==> config.mk <==
export PLATFORM = sky130hd
export DESIGN_NAME = boolean_variable_selector
export DESIGN_NICKNAME = d
export VERILOG_FILES = /design/src/rtl/boolean_mcmc_pkg.sv /design/src/rtl/boolean_variable_selector_lfsr_galois.sv /design/src/rtl/boolean_variable_selector.sv
export SDC_FILE = /design/constraint.sdc
export NUM_CORES = 1
export LEC_CHECK = 0
export CAP_MARGIN = 20
export CORE_MARGIN = 8
export CORE_UTILIZATION = 50
export CTS_CLUSTER_DIAMETER = 120
export DETAILED_ROUTE_END_ITERATION = 16
export PLACE_DENSITY = 0.77
export SYNTH_ARGS = -nofsm -noshare
export SYNTH_HDL_FRONTEND = slang
export SYNTH_HIERARCHICAL = 1
export SYNTH_SLANG_ARGS = --single-unit
export TNS_END_PERCENT = 10
==> constraint.sdc <==
create_clock -name in_clock -period 2.8 [get_ports in_clock]
set_input_delay 0.28 -clock in_clock [delete_from_list [all_inputs] [get_ports in_clock]]
set_output_delay 0.28 -clock in_clock [all_outputs]
set_load 0.1 [all_outputs]
==> src/rtl/boolean_mcmc_pkg.sv <==
// ---------------------------------------------------------------------------
// boolean_mcmc_pkg
//
// Shared definitions for the boolean proposal path:
//   - selector_state_t : state encoding of the variable selector FSM
//   - DEFAULT_LFSR_TAPS: Galois feedback mask for x^16+x^14+x^13+x^11+1
//   - DEFAULT_LFSR_SEED: nonzero reset / fallback seed
// ---------------------------------------------------------------------------
package boolean_mcmc_pkg;

    typedef enum logic [1:0] {
        ST_IDLE = 2'd0,
        ST_DRAW = 2'd1,
        ST_SCAN = 2'd2
    } selector_state_t;

    localparam logic [15:0] DEFAULT_LFSR_TAPS = 16'hB400;
    localparam logic [15:0] DEFAULT_LFSR_SEED = 16'hACE1;

endpackage

==> src/rtl/boolean_variable_selector_lfsr_galois.sv <==
// ---------------------------------------------------------------------------
// lfsr_galois
//
// Right-shifting Galois LFSR. A load of value 0 is replaced by SEED, because
// the all-zero state would lock the register up permanently.
//
// Parameters: WIDTH (state width), TAPS (feedback mask), SEED (nonzero).
// Ports:
//   clk        in   clock, rising edge
//   srst_n     in   synchronous active-low reset (state <= SEED)
//   step       in   advance one step
//   load       in   load load_value (wins over step)
//   load_value in   WIDTH  value to load; 0 means SEED
//   state      out  WIDTH  current register contents
// ---------------------------------------------------------------------------
module lfsr_galois #(
    parameter int               WIDTH = 16,
    parameter logic [WIDTH-1:0] TAPS  = 16'hB400,
    parameter logic [WIDTH-1:0] SEED  = 16'hACE1
) (
    input  logic             clk,
    input  logic             srst_n,
    input  logic             step,
    input  logic             load,
    input  logic [WIDTH-1:0] load_value,
    output logic [WIDTH-1:0] state
);

    logic [WIDTH-1:0] state_reg;
    logic [WIDTH-1:0] state_next;

    always_comb begin
        state_next = state_reg;
        if (load) begin
            state_next = (load_value == '0) ? SEED : load_value;
        end else if (step) begin
            // Bit shifted out selects whether the feedback mask is applied.
            state_next = state_reg[0] ? ((state_reg >> 1) ^ TAPS) : (state_reg >> 1);
        end
    end

    always_ff @(posedge clk) begin
        if (!srst_n) begin
            state_reg <= SEED;
        end else begin
            state_reg <= state_next;
        end
    end

    assign state = state_reg;

endmodule

==> src/rtl/boolean_variable_selector.sv <==
// ---------------------------------------------------------------------------
// boolean_variable_selector
//
// Picks one boolean variable index to flip per request. Candidates come from
// the low W bits of a Galois LFSR; frozen variables are skipped. After
// MAX_RETRIES frozen draws the request either falls back to a bounded linear
// scan (macro BOOLEAN_SELECTOR_SCAN_FALLBACK_EN defined) or reports that no
// variable is available (macro undefined).
//
// Ports:
//   in_clock                          in   clock, rising edge
//   in_reset_n                        in   synchronous active-low reset
//   in_start                          in   request; honoured only when idle
//   in_frozen_mask                    in   N  bit i set = variable i frozen
//   in_seed_load                      in   load in_seed; beats in_start
//   in_seed                           in   LFSR_WIDTH seed (0 -> LFSR_SEED)
//   out_variable_to_be_changed_index  out  W  chosen index, held
//   out_valid                         out  one-cycle result pulse
//   out_none_available                out  one-cycle "nothing found" pulse
//   out_busy                          out  high whenever not idle
//
// Requirements on parameters: LFSR_WIDTH >= W, LFSR_SEED != 0,
// MAX_RETRIES >= 1.
// ---------------------------------------------------------------------------
module boolean_variable_selector
    import boolean_mcmc_pkg::*;
#(
    parameter int                    MAX_BIT_WIDTH_OF_BOOLEAN_VARIABLES_INDEX = 2,
    parameter int                    LFSR_WIDTH  = 16,
    parameter logic [LFSR_WIDTH-1:0] LFSR_TAPS   = DEFAULT_LFSR_TAPS,
    parameter logic [LFSR_WIDTH-1:0] LFSR_SEED   = DEFAULT_LFSR_SEED,
    parameter int                    MAX_RETRIES = 8
) (
    input  logic                                                   in_clock,
    input  logic                                                   in_reset_n,
    input  logic                                                   in_start,
    input  logic [(2**MAX_BIT_WIDTH_OF_BOOLEAN_VARIABLES_INDEX)-1:0] in_frozen_mask,
    input  logic                                                   in_seed_load,
    input  logic [LFSR_WIDTH-1:0]                                  in_seed,
    output logic [MAX_BIT_WIDTH_OF_BOOLEAN_VARIABLES_INDEX-1:0]    out_variable_to_be_changed_index,
    output logic                                                   out_valid,
    output logic                                                   out_none_available,
    output logic                                                   out_busy
);

    localparam int W  = MAX_BIT_WIDTH_OF_BOOLEAN_VARIABLES_INDEX;
    localparam int N  = 2**W;
    localparam int RW = $clog2(MAX_RETRIES + 1);

    selector_state_t state_reg, state_next;
    logic [N-1:0]    mask_reg, mask_next;
    logic [RW-1:0]   retry_reg, retry_next;
    logic [W-1:0]    index_reg, index_next;
    logic            valid_reg, valid_next;
    logic            none_reg, none_next;

`ifdef BOOLEAN_SELECTOR_SCAN_FALLBACK_EN
    logic [W-1:0]    scan_ptr_reg, scan_ptr_next;
    logic [W-1:0]    scan_cnt_reg, scan_cnt_next;
`endif

    logic                  lfsr_step;
    logic                  lfsr_load;
    logic [LFSR_WIDTH-1:0] lfsr_state;
    logic [W-1:0]          candidate;

    lfsr_galois #(
        .WIDTH (LFSR_WIDTH),
        .TAPS  (LFSR_TAPS),
        .SEED  (LFSR_SEED)
    ) u_lfsr (
        .clk        (in_clock),
        .srst_n     (in_reset_n),
        .step       (lfsr_step),
        .load       (lfsr_load),
        .load_value (in_seed),
        .state      (lfsr_state)
    );

    assign candidate = lfsr_state[W-1:0];

    // Only the low W LFSR bits form a candidate; the rest just carry the
    // sequence forward.
    generate
        if (LFSR_WIDTH > W) begin : g_lfsr_upper
            logic lfsr_upper_unused;
            assign lfsr_upper_unused = ^lfsr_state[LFSR_WIDTH-1:W];
        end
    endgenerate

    always_comb begin
        state_next = state_reg;
        mask_next  = mask_reg;
        retry_next = retry_reg;
        index_next = index_reg;
        valid_next = 1'b0;
        none_next  = 1'b0;
        lfsr_step  = 1'b0;
        lfsr_load  = 1'b0;
`ifdef BOOLEAN_SELECTOR_SCAN_FALLBACK_EN
        scan_ptr_next = scan_ptr_reg;
        scan_cnt_next = scan_cnt_reg;
`endif

        case (state_reg)
            ST_IDLE: begin
                if (in_seed_load) begin
                    // Seed load wins; a simultaneous start is dropped.
                    lfsr_load = 1'b1;
                end else if (in_start) begin
                    mask_next  = in_frozen_mask;
                    retry_next = '0;
                    lfsr_step  = 1'b1;
                    state_next = ST_DRAW;
                end
            end

            ST_DRAW: begin
`ifndef BOOLEAN_SELECTOR_SCAN_FALLBACK_EN
                // Budget spent on the previous cycle: report and give up.
                if (retry_reg == RW'(MAX_RETRIES)) begin
                    none_next  = 1'b1;
                    state_next = ST_IDLE;
                end else
`endif
                if (!mask_reg[candidate]) begin
                    index_next = candidate;
                    valid_next = 1'b1;
                    state_next = ST_IDLE;
                end else begin
                    retry_next = retry_reg + RW'(1);
                    lfsr_step  = 1'b1;
`ifdef BOOLEAN_SELECTOR_SCAN_FALLBACK_EN
                    // Last random draw was frozen: scan starting just past it.
                    if (retry_reg == RW'(MAX_RETRIES - 1)) begin
                        scan_ptr_next = candidate + W'(1);
                        scan_cnt_next = '0;
                        state_next    = ST_SCAN;
                    end
`endif
                end
            end

`ifdef BOOLEAN_SELECTOR_SCAN_FALLBACK_EN
            ST_SCAN: begin
                if (!mask_reg[scan_ptr_reg]) begin
                    index_next = scan_ptr_reg;
                    valid_next = 1'b1;
                    state_next = ST_IDLE;
                end else if (scan_cnt_reg == W'(N - 1)) begin
                    // Every position tested once: all variables frozen.
                    none_next  = 1'b1;
                    state_next = ST_IDLE;
                end else begin
                    scan_ptr_next = scan_ptr_reg + W'(1);
                    scan_cnt_next = scan_cnt_reg + W'(1);
                end
            end
`endif

            default: begin
                state_next = ST_IDLE;
            end
        endcase
    end

    always_ff @(posedge in_clock) begin
        if (!in_reset_n) begin
            state_reg <= ST_IDLE;
            mask_reg  <= '0;
            retry_reg <= '0;
            index_reg <= '0;
            valid_reg <= 1'b0;
            none_reg  <= 1'b0;
`ifdef BOOLEAN_SELECTOR_SCAN_FALLBACK_EN
            scan_ptr_reg <= '0;
            scan_cnt_reg <= '0;
`endif
        end else begin
            state_reg <= state_next;
            mask_reg  <= mask_next;
            retry_reg <= retry_next;
            index_reg <= index_next;
            valid_reg <= valid_next;
            none_reg  <= none_next;
`ifdef BOOLEAN_SELECTOR_SCAN_FALLBACK_EN
            scan_ptr_reg <= scan_ptr_next;
            scan_cnt_reg <= scan_cnt_next;
`endif
        end
    end

    assign out_variable_to_be_changed_index = index_reg;
    assign out_valid                        = valid_reg;
    assign out_none_available               = none_reg;
    assign out_busy                         = (state_reg != ST_IDLE);

endmodule

==> run metrics <==
Post-Route Setup TNS 0 ps; Worst slew margin 38.4%; design area 0.00187 mm²; #FFs+latches synth 29; clock buffers created by TritonCTS 5; std cell rows 20; Post-Place Cells 222; placer's final routability congestion estimate 0.833; Worst Setup End Kind flip-flop; reg-to-reg startpoint u_lfsr/state[0]$_SDFFE_PN1P_; global-route wire length before repair 5.78 mm; Seq/Total Area, Yosys 38.4%; outcome completed; count of H-tree levels built during CTS 2; Yosys warnings 6; length of the first detailed-routing pass in iterations 4; Clock transition at path regs 100 ps; Critical Path Stages 6; Cell variety after synth 38; post-route antenna net violation count 0; flip-flop count of the largest register, all copies and words added 16; startpoint of the most critical setup path u_lfsr/state[0]$_SDFFE_PN1P_; number of antenna violations at the first check in global routing 0; vias after detailed routing 1319; number of I/O port buffers 28; minimum period implied by the final worst setup slack 2420 ps; final-report hold violation count 0; Post-Syn Nets 194; number of synthesized flops with an enable pin 0; worst IR drop on VDD 0.280 mV; Critical Path, Cell by Cell mux4_2 -> o211ai_2 -> nand2_2 -> nor2_1 -> a21boi_0 -> a22oi_1; highest fanout seen on the critical path 19; die extent in y 71.0 µm; count of unresolved DRC violations after routing 0; total grt overflow 0; Worst Path Class, Setup reg -> reg; number of buffers added to fix hold violations after cts 0; power density normalized to cell area 522 mW/mm²; gr usage total 14.4%; Top-Level Pins 29; clock tree from TritonCTS yes; crit path capture u_lfsr/state[0]$_SDFFE_PN1P_; f_max 414 MHz; drt wl/cell 15.0 µm; number of buffers on the longest clock path 2; number of DRC markers in iteration 0 82; DP Area 0.00178 mm²; Root Buffer clkbuf_4; clock latency at the later pin of the worst-skew pair 320 ps; vias in the first global route 1284; worst-case clock skew 11.8 ps; total of max-cap violations 0; most frequent standard cell in the layout excluding fill and tap cells dfxtp_1; via density per instance 5.73; Initial Utilization 51.2%; Cell Count, Final, Fillers Out 230; Post-CTS Resized 0; data required time of the critical path 3050 ps; synthesized area per cell 9.00 µm²; kind of launch point of the worst setup path flip-flop; setup repair after global routing missed its margin no; P&R area growth vs syn 23.5%; number of inserted diodes 0; CTS Sinks 29; cell with the largest stage delay on the worst path mux4_2; Synth Flop Type dfxtp_1; buffers inserted during post-CTS setup optimization 0; number of max-slew violations in the final report 0; fraction of registers with async set or reset after synthesis 0%; largest net degree at the start of global routing 32; summed instance area of the synthesized netlist 0.00151 mm²; fraction of final layout cells with drive strength greater than 1 13.7%; number of failing setup endpoints in the final timing report 0; detailed-route wire length 3.44 mm; commonest cells after routing, fill and taps aside 29 x dfxtp_1, 23 x nand2_1, 23 x clkdlybuf4s50_1; Hold Crit Class reg -> reg; post-route fraction of the period consumed by the critical path 86.3%; half-perimeter wire length after placement 2.56 mm; buffers plus inverters on the worst setup path 0; die boundary width 71.0 µm; Slowest Stage Delay on Critical Path 620 ps; Std-Cell Core Area 0.00295 mm²; final net count 222; Critical Path AT 2660 ps; post-synthesis instance total 168; pin slew with the least headroom to its limit 922 ps; Worst R2R Path Depth 6; leakage power figure 0.000738 µW; Die Outline Area 0.00504 mm²; cell class contributing the biggest share of worst-path delay simple AND/OR/NAND/NOR gates; worst reg2reg setup slack 380 ps; endpoint of the worst register-to-register path u_lfsr/state[0]$_SDFFE_PN1P_
-- layer usage --
| layer | up-vias | track usage, % | share of wire, % |
|---|---|---|---|
| li1 | 655 | - | - |
| met1 | 615 | 15.7 | 43 |
| met2 | 41 | 23.9 | 49 |
| met3 | 8 | 5.23 | 5.8 |
| met4 | 0 | 7.62 | 1.9 |
| met5 | - | 0 | 0 |
-- worst min path at each step --
stage	startpoint	endpoint	slack, ps	cells past startpoint
3_5_place_dp	out_variable_to_be_changed_index[0]$_SDFFE_PN0P_	out_variable_to_be_changed_index[0]$_SDFFE_PN0P_	460	2
2_1_floorplan	in_frozen_mask[3]	mask_reg[3]$_SDFFE_PN0P_	420	2
3_3_place_gp	out_variable_to_be_changed_index[1]$_SDFFE_PN0P_	out_variable_to_be_changed_index[1]$_SDFFE_PN0P_	450	2
5_1_grt	out_variable_to_be_changed_index[0]$_SDFFE_PN0P_	out_variable_to_be_changed_index[0]$_SDFFE_PN0P_	480	2
4_1_cts	out_variable_to_be_changed_index[0]$_SDFFE_PN0P_	out_variable_to_be_changed_index[0]$_SDFFE_PN0P_	470	2
6_report	out_variable_to_be_changed_index[0]$_SDFFE_PN0P_	out_variable_to_be_changed_index[0]$_SDFFE_PN0P_	470	2
-- metrics by stage --
step,utilization (%),hold slack (ps),setup WS (ps),power [µW]
2_1_floorplan,-,425,582,563
3_3_place_gp,60.4,446,590,619
3_5_place_dp,60.4,459,454,625
4_1_cts,63.3,473,412,985
5_1_grt,63.3,477,145,1020
6_report,63.3,466,384,974
-- layout make-up --
class / instances / area, µm²
Clock buffer: 7 / 55.1
Clock inverter: 1 / 30.0
Fill cell: 268 / 1080
Inverter: 5 / 18.8
Multi-Input combinational cell: 125 / 860
Sequential cell: 29 / 581
Tap cell: 33 / 41.3
Timing Repair Buffer: 30 / 283
-- where the power goes --
| part | total, µW | switching (µW) | internal (µW) | leakage [µW] |
|---|---|---|---|---|
| sequential | 456 | 19.1 | 437 | 0.000238 |
| clock | 358 | 145 | 213 | 0.0000455 |
| combinational | 160 | 81.3 | 78.3 | 0.000454 |
-- synth_stat cells (3+ instances only) --
cell type | n | area [µm²]
dfxtp_1 | 29 | 581
nand2_1 | 23 | 86.3
o21ai_0 | 13 | 65.1
a21boi_0 | 11 | 82.6
mux2i_1 | 11 | 110
a21oi_1 | 8 | 40.0
and2_1 | 8 | 50.1
a22oi_1 | 6 | 45.0
and3b_1 | 6 | 52.6
clkbuf_1 | 5 | 18.8
inv_1 | 5 | 18.8
nor2_1 | 5 | 18.8
nand3_1 | 4 | 20.0
nor4_2 | 3 | 37.5
-- cells by family after synthesis --
kind of cell               count (synthesis)  share of synthesized area (%)
muxes                                     12                           8.77
buffers and inverters                     14                           4.80
xor gates and xnor gates                   3                           1.74
DFF                                       29                           38.4
adders and majority gates                  2                           1.65
and+or+nand+nor                           64                           26.0
AOI/OAI and AO/OA                         44                           18.7
-- worst register-to-register path: stages, from the launching register on --
cell,delay [ps]
dfxtp_1,500
mux4_2,620
o211ai_2,150
nand2_2,320
nor2_1,390
a21boi_0,170
a22oi_1,200
Note: power is estimated with default switching activity, not from simulation.
